<file path="src/rtl/multi_button_detector.sv">
// multi_button_detector
//   N_CH independent push-button channels. Each channel runs a 2-FF
//   synchroniser, a counter debouncer and a registered edge stage. The edge
//   stage produces press/release pulses, a long-press pulse after
//   HOLD_CYCLES and optional auto-repeat pulses every REPEAT_CYCLES after that.
//
// Ports
//   clk            system clock, rising edge
//   rst            synchronous reset, active low
//   btn_in         raw asynchronous button inputs, active high
//   level          debounced button level
//   press          one-cycle pulse on debounced 0->1
//   release_pulse  one-cycle pulse on debounced 1->0
//   long_press     one-cycle pulse HOLD_CYCLES after press while held
//   repeat_pulse   one-cycle pulses every REPEAT_CYCLES after long_press
//   any_press      OR of press, coincident with press
//
// The release and repeat outputs carry a _pulse suffix because "release"
// and "repeat" are reserved words in SystemVerilog.
module multi_button_detector #(
    parameter int N_CH          = 4,
    parameter int DB_CYCLES     = 4,
    parameter int HOLD_CYCLES   = 10,
    parameter int REPEAT_CYCLES = 3,
    parameter int REPEAT_EN     = 1
) (
    input  logic            clk,
    input  logic            rst,
    input  logic [N_CH-1:0] btn_in,
    output logic [N_CH-1:0] level,
    output logic [N_CH-1:0] press,
    output logic [N_CH-1:0] release_pulse,
    output logic [N_CH-1:0] long_press,
    output logic [N_CH-1:0] repeat_pulse,
    output logic            any_press
);

    localparam int DW = $clog2(DB_CYCLES + 1);
    localparam int HW = $clog2(HOLD_CYCLES + 1);
    localparam int RW = $clog2(REPEAT_CYCLES + 1);

    logic [N_CH-1:0] s1, s2, prev;
    logic [DW-1:0]   dcnt [N_CH];
    logic [HW-1:0]   hcnt [N_CH];
    logic [RW-1:0]   rcnt [N_CH];
    logic [N_CH-1:0] rep_active;

    logic [N_CH-1:0] press_next, release_next, long_next, repeat_next;

    always_comb begin
        press_next   = level & ~prev;
        release_next = ~level & prev;
        long_next    = '0;
        repeat_next  = '0;
        for (int unsigned c = 0; c < N_CH; c++) begin
            // hcnt is still 0 in the press cycle, so gate with press_next to
            // keep HOLD_CYCLES=1 from firing together with press.
            long_next[c]   = level[c] & ~press_next[c] &
                             (hcnt[c] == HW'(HOLD_CYCLES - 1));
            repeat_next[c] = (REPEAT_EN != 0) && rep_active[c] && level[c] &&
                             (rcnt[c] == RW'(REPEAT_CYCLES - 1));
        end
    end

    always_ff @(posedge clk) begin
        if (!rst) begin
            s1            <= '0;
            s2            <= '0;
            prev          <= '0;
            level         <= '0;
            press         <= '0;
            release_pulse <= '0;
            long_press    <= '0;
            repeat_pulse  <= '0;
            any_press     <= 1'b0;
            rep_active    <= '0;
            for (int unsigned c = 0; c < N_CH; c++) begin
                dcnt[c] <= '0;
                hcnt[c] <= '0;
                rcnt[c] <= '0;
            end
        end else begin
            s1            <= btn_in;
            s2            <= s1;
            prev          <= level;
            press         <= press_next;
            release_pulse <= release_next;
            long_press    <= long_next;
            repeat_pulse  <= repeat_next;
            any_press     <= |press_next;

            for (int unsigned c = 0; c < N_CH; c++) begin
                // Debounce: count consecutive samples that disagree with level.
                if (s2[c] == level[c]) begin
                    dcnt[c] <= '0;
                end else if (dcnt[c] == DW'(DB_CYCLES - 1)) begin
                    level[c] <= s2[c];
                    dcnt[c]  <= '0;
                end else begin
                    dcnt[c] <= dcnt[c] + 1'b1;
                end

                // Hold counter saturates at HOLD_CYCLES so long_press fires once.
                if (!level[c] || press_next[c]) begin
                    hcnt[c] <= '0;
                end else if (hcnt[c] != HW'(HOLD_CYCLES)) begin
                    hcnt[c] <= hcnt[c] + 1'b1;
                end

                // Repeat phase starts at long_press and ends when level drops.
                if (!level[c]) begin
                    rep_active[c] <= 1'b0;
                    rcnt[c]       <= '0;
                end else if (long_next[c]) begin
                    rep_active[c] <= 1'b1;
                    rcnt[c]       <= '0;
                end else if (rep_active[c]) begin
                    rcnt[c] <= repeat_next[c] ? '0 : rcnt[c] + 1'b1;
                end
            end
        end
    end

endmodule

</file>
<file path="config.mk">
export PLATFORM = sky130hd
export DESIGN_NAME = multi_button_detector
export DESIGN_NICKNAME = d
export VERILOG_FILES = /design/src/rtl/multi_button_detector.sv
export SDC_FILE = /design/constraint.sdc
export NUM_CORES = 1
export LEC_CHECK = 0
export CAP_MARGIN = 20
export CORE_MARGIN = 3
export CORE_UTILIZATION = 40
export CTS_CLUSTER_DIAMETER = 30
export DETAILED_ROUTE_END_ITERATION = 16
export GPL_ROUTABILITY_DRIVEN = 1
export SETUP_SLACK_MARGIN = 0.15
export SYNTH_ARGS = -nofsm -noshare
export SYNTH_HDL_FRONTEND = slang
export SYNTH_SLANG_ARGS = --single-unit
</file>
<file path="constraint.sdc">
create_clock -name clk -period 1.5 [get_ports clk]
set_clock_uncertainty 0.05 [all_clocks]
set_input_delay 0.225 -clock clk [delete_from_list [all_inputs] [get_ports clk]]
set_output_delay 0.225 -clock clk [all_outputs]
set_load 0.01 [all_outputs]
</file>
# Word level (Yosys, flattened, before mapping)
# Memories as Yosys holds them, arrays and structs flattened.
# Cells that the tools add are included.
# Widths: inputs -> output; s select.
totals:
  ff_bits: 37
  elab_cells: 285
  inputBits: 6
  ramBits: 36
  out_inout_bits: 21
  mem_count: 3
memory_table:
  columns: ["memory", "words", "word_bits", "rd", "rd_clocked_by_memory_dff", "wr", "line_no", "rtl"]
  rows:
  - ["hcnt", 4, 4, 4, 0, 4, "44", "logic [HW-1:0] hcnt [N_CH];"]
  - ["dcnt", 4, 3, 4, 0, 4, "43", "logic [DW-1:0] dcnt [N_CH];"]
  - ["rcnt", 4, 2, 4, 0, 4, "45", "logic [RW-1:0] rcnt [N_CH];"]
op_classes:
  mux: 157
  bitwise_logic: 52
  n_addsub: 12
  eq_ne: 20
  reduce_logical: 25
ops:
  columns: ["op", "count"]
  rows:
  - ["$mux 1", 121]
  - ["$mux 3", 12]
  - ["$mux 2", 16]
  - ["$mux 4", 8]
  - ["$or 1x1->1", 32]
  - ["$add 4x1->4 const B", 4]
  - ["$eq 4x4->1 const B", 4]
  - ["$ne 4x4->1 const B", 4]
  - ["$reduce_and 2->1", 8]
  - ["$add 3x1->3 const B", 4]
  - ["$eq 3x2->1 const B", 4]
  - ["$add 2x1->2 const B", 4]
  - ["$and 1x1->1", 8]
  - ["$and 4x4->4", 2]
  - ["$eq 2x2->1 const B", 4]
  - ["$logic_and 1x1->1", 8]
  - ["$not 1->1", 8]
  - ["$not 4->4", 2]
  - ["$eq 1x1->1", 4]
  - ["$logic_not 1->1", 4]
  - ["$logic_or 1x1->1", 4]
  - ["$reduce_or 4->1", 1]

# Logic depth before layout (Yosys ltp)
# Gate-level depths: netlist (run 1).
depth:
  ltp_word: 11
  ltp_mapped: 5
  depth_no_buf: 5

# Worst setup path before layout (run 1)
# OpenSTA, ideal clock, no wires.
synth_timing:
  path_kind: "flip-flop to flip-flop"
  from: "memory hcnt[2][0] in the netlist's numbering"
  to: "memory hcnt[2][0] in the netlist's numbering (enable)"
  t_required_ps: 1168
  period_less_slack_ps: 1548
  setup_time_ps: 282
  path_stages_with_launch: 5
  path_slack_ps: -48
  n_path_buf: 0
  arrival_ps: 1216
  cell_sequence: "edfxtp_1 -> inv_1 -> ha_1 -> nand2_1 -> or4b_1"
synth_rtl:
  columns: ["item", "line_no"]
  rows:
  - ["start: declaration", "44"]

==> flow_summary.toml, run 1 <==
[setup_path]
crit_buf_inv = 1
critical_path.endpoint_type = "register"
crit_type = "reg -> reg"
crit_chain = "inv_1 -> ha_1 -> nand2_1 -> or4b_4"
slowest_stage = "sky130_fd_sc_hd__or4b_4"
cp_top_family = "simple AND/OR/NAND/NOR gates"
critPathMaxStageDelay_ps = 520
required_ps = 1540
crit_path_start_kind = "register"
worstPathMaxFanout = 4
critPathArrivalTime_ps = 1580

[sta]
layout_setup_ws_ps = -31.1
final.period_utilization_pct = 102
setup_viol_count_final = 8
max_clock_freq_mhz = 653
timing.final.max_slew_violations = 0
final_hold_violation_count = 0
final_period_minus_worst_setup_slack_ps = 1530
rsz0062_at_grt = "true"

[cts]
clock_tree_from_tritoncts = "yes"
cts.reportedPaths.clkPinSlew_ps = 70
clk_path_buf_depth = 2
hold_buffers = 0
number_of_buffers_added_by_the_clock_tree_synthesis_step = 9
numClockSinks = 73
clock_insertion_delay_worst_skew_ps = 340
cts_htree_levels = 3
clk_root_buffer_cell = "sky130_fd_sc_hd__clkbuf_8"

[place]
total_of_buffers_placed_on_input_and_output_ports = 26
place_congestion = 0.781
placed_instances = 411
dp.final_hpwl_um = 3430
dpl_cell_area_um2 = 3590
preCtsSetupSlack_ps = -298

[drt]
drcViolationCount = 0
routed_via_density = 4.42
routed-via-count = 1957
wire_per_inst_um = 11.5
route.antenna.remaining_nets = 0
totalWireLength_um = 5100
drt_pass1_iterations = 4
initial_drt_markers = 88

[synth]
synth_top_area_share_pct = 36.1
postSynthAreaPerCell_um2 = 11.6
synth_sequential_area_ratio_pct = 60.9
cell_types_occupying_the_most_area_after_synthesis = "sky130_fd_sc_hd__edfxtp_1 36%, sky130_fd_sc_hd__dfxtp_1 25%, sky130_fd_sc_hd__ha_1 10%"
async_flop_share_pct = 0
ys.warnings.count = 0
synthesis.instances = 258
synth-edff-count = 36
ys_seq_elements = 73
synth.cell_area_um2 = 2990
synth_largest_area_cell = "sky130_fd_sc_hd__edfxtp_1"
primary_ff_master_synth = "sky130_fd_sc_hd__dfxtp_1"
synth_cell_types = 26
synth_top_cells_by_count = "40 x sky130_fd_sc_hd__nor2_1, 37 x sky130_fd_sc_hd__dfxtp_1, 36 x sky130_fd_sc_hd__edfxtp_1"
synthMostInstantiatedCell = "sky130_fd_sc_hd__nor2_1"

[floorplan]
die_width_um = 92.5
top_level_ports = 27
dieHeight_um = 92.5
design.core.area_um2 = 7020
core.rowCount = 30
die_area_um2 = 8560
floorplan.initialDensity_pct = 42.6

[power]
internal_power_mw = 3.16
clkPwrFrac_pct = 43.9
power.share.combinational_pct = 2.4
vdd_ir_drop_max_uv = 687
totalPowerFinal_mw = 3.94
p_per_area_nw_per_um2 = 939
power_leakage_nw = 1.79
p_sw_uw = 781
sequentialPowerShare_pct = 53.7
switching_power_share_of_the_total_pct = 19.8

[global_route]
grt_remaining_overflow = 0
antenna_found_initial = 0
grt_pass1_wl_um = 8420
grt_util_all_layers_pct = 12.8
grt_max_degree = 15
grt_pass1_vias = 1816

[hold_path]
hold_path.class = "in -> reg"

[final_layout]
antenna_cells_inserted = 0
syn2layout_area_growth_pct = 40.2
layoutNonFillerInstCount = 443
finalInstanceArea_um2 = 4200
drive_gt1_share_pct = 34.0
final_net_count = 372

[run_status]
outcome = "complete, but fails checks"
violated_checks = "setup timing"

[job]
drv_cap = 0
## tightest hold or removal path, cell delays in order
cell                             delay, ps
sky130_fd_sc_hd__dlymetal6s2s_1        130
sky130_fd_sc_hd__buf_6                 130
sky130_fd_sc_hd__nand2_2                70
sky130_fd_sc_hd__buf_4                 110
sky130_fd_sc_hd__nor2_1                 40
## cell type report
| class | instances | area, µm² |
|---|---|---|
| Clock inverter | 3 | 18.8 |
| Tap cell | 96 | 120 |
| Multi-Input combinational cell | 163 | 1340 |
| Inverter | 30 | 120 |
| Clock buffer | 13 | 224 |
| Fill cell | 603 | 2820 |
| Timing Repair Buffer | 65 | 547 |
| Sequential cell | 73 | 1830 |
## flip-flops by register name, summed over array words and instances (netlist names)
| register | flops |
|---|---|
| hcnt | 16 |
| dcnt | 12 |
| rcnt | 8 |
| level | 4 |
| long_press | 4 |
| press | 4 |
| prev | 4 |
| release_pulse | 4 |
| rep_active | 4 |
| repeat_pulse | 4 |
| s1 | 4 |
| s2 | 4 |
| any_press | 1 |
## power by group through the flow
stage	Clock, mW	Combinational, mW	Sequential [mW]
after floorplan	0	0.0516	2.16
after global placement	0	0.0846	2.16
after detailed placement	0	0.0856	2.16
after CTS	1.80	0.0860	2.12
after global routing	1.89	0.111	2.12
final	1.73	0.0959	2.12
## metrics by stage
step | setup TNS [ps] | utilization [%] | hold slack [ps]
after CTS | -253 | 57.0 | 382
after global placement | -7480 | 51.1 | 367
final | -241 | 59.8 | 353
after floorplan | -12.0 | - | 302
after global routing | -1120 | 59.8 | 350
after detailed placement | -7830 | 51.1 | 374
## kinds of logic after synthesis
kind of cell | share of synthesized area (%)
buffers and inverters | 4.31
DFF | 60.9
adders and majority gates | 10.0
xor gates and xnor gates | 3.51
and+or+nand+nor | 18.6
AOI/OAI and AO/OA | 1.25
other | 0.125
muxes | 1.34
## path summary, 6_finish.rpt
check                       end  cells past startpoint       start  slack (ps)
setup / recovery     hcnt[0][1]                      4  hcnt[0][0]         -30
hold / removal    rep_active[0]                      5         rst         350
setup reg to reg     hcnt[0][1]                      4  hcnt[0][0]         -30
hold reg to reg           s2[3]                      1       s1[3]         380
## what timing repair did
item | in CTS | in global routing
setup buffers | 8 | 8
setup endpoints to repair | 63 | 67
resized for setup | 57 | 42
pin swaps | 13 | 17
## routing by layer
metal  routed length, µm  global-route usage, %  vias up
met3                 284                   5.85        7
met5                   0                      0        -
met1                2320                   15.2      892
met2                2420                   19.9       30
met4                  74                   5.57        0
li1                    -                      -     1028
## cell usage in the layout (no fill, tap or decap), types with 8 or more instances in the layout
| cell type | n |
|---|---|
| sky130_fd_sc_hd__and2_1 | 12 |
| sky130_fd_sc_hd__edfxtp_1 | 36 |
| sky130_fd_sc_hd__buf_4 | 34 |
| sky130_fd_sc_hd__conb_1 | 12 |
| sky130_fd_sc_hd__nor2_1 | 30 |
| sky130_fd_sc_hd__ha_2 | 13 |
| sky130_fd_sc_hd__dlygate4sd2_1 | 18 |
| sky130_fd_sc_hd__xor2_1 | 8 |
| sky130_fd_sc_hd__nand2_2 | 9 |
| sky130_fd_sc_hd__ha_1 | 8 |
| sky130_fd_sc_hd__and3_1 | 8 |
| sky130_fd_sc_hd__dfxtp_1 | 33 |
| sky130_fd_sc_hd__clkbuf_8 | 9 |
| sky130_fd_sc_hd__inv_1 | 26 |
No activity file was read; power rests on OpenSTA's default activity.
==> inputs of run 2 (changes only) <==
--- a/config.mk
+++ b/config.mk
@@ -5,7 +5,7 @@
 export SDC_FILE = /design/constraint.sdc
 export NUM_CORES = 1
 export LEC_CHECK = 0
-export CAP_MARGIN = 20
+export CAP_MARGIN = 10
 export CORE_MARGIN = 3
 export CORE_UTILIZATION = 40
 export CTS_CLUSTER_DIAMETER = 30
==> results of run 2 <==
The final DEF is identical to that of run 1; final timing and power are the same.
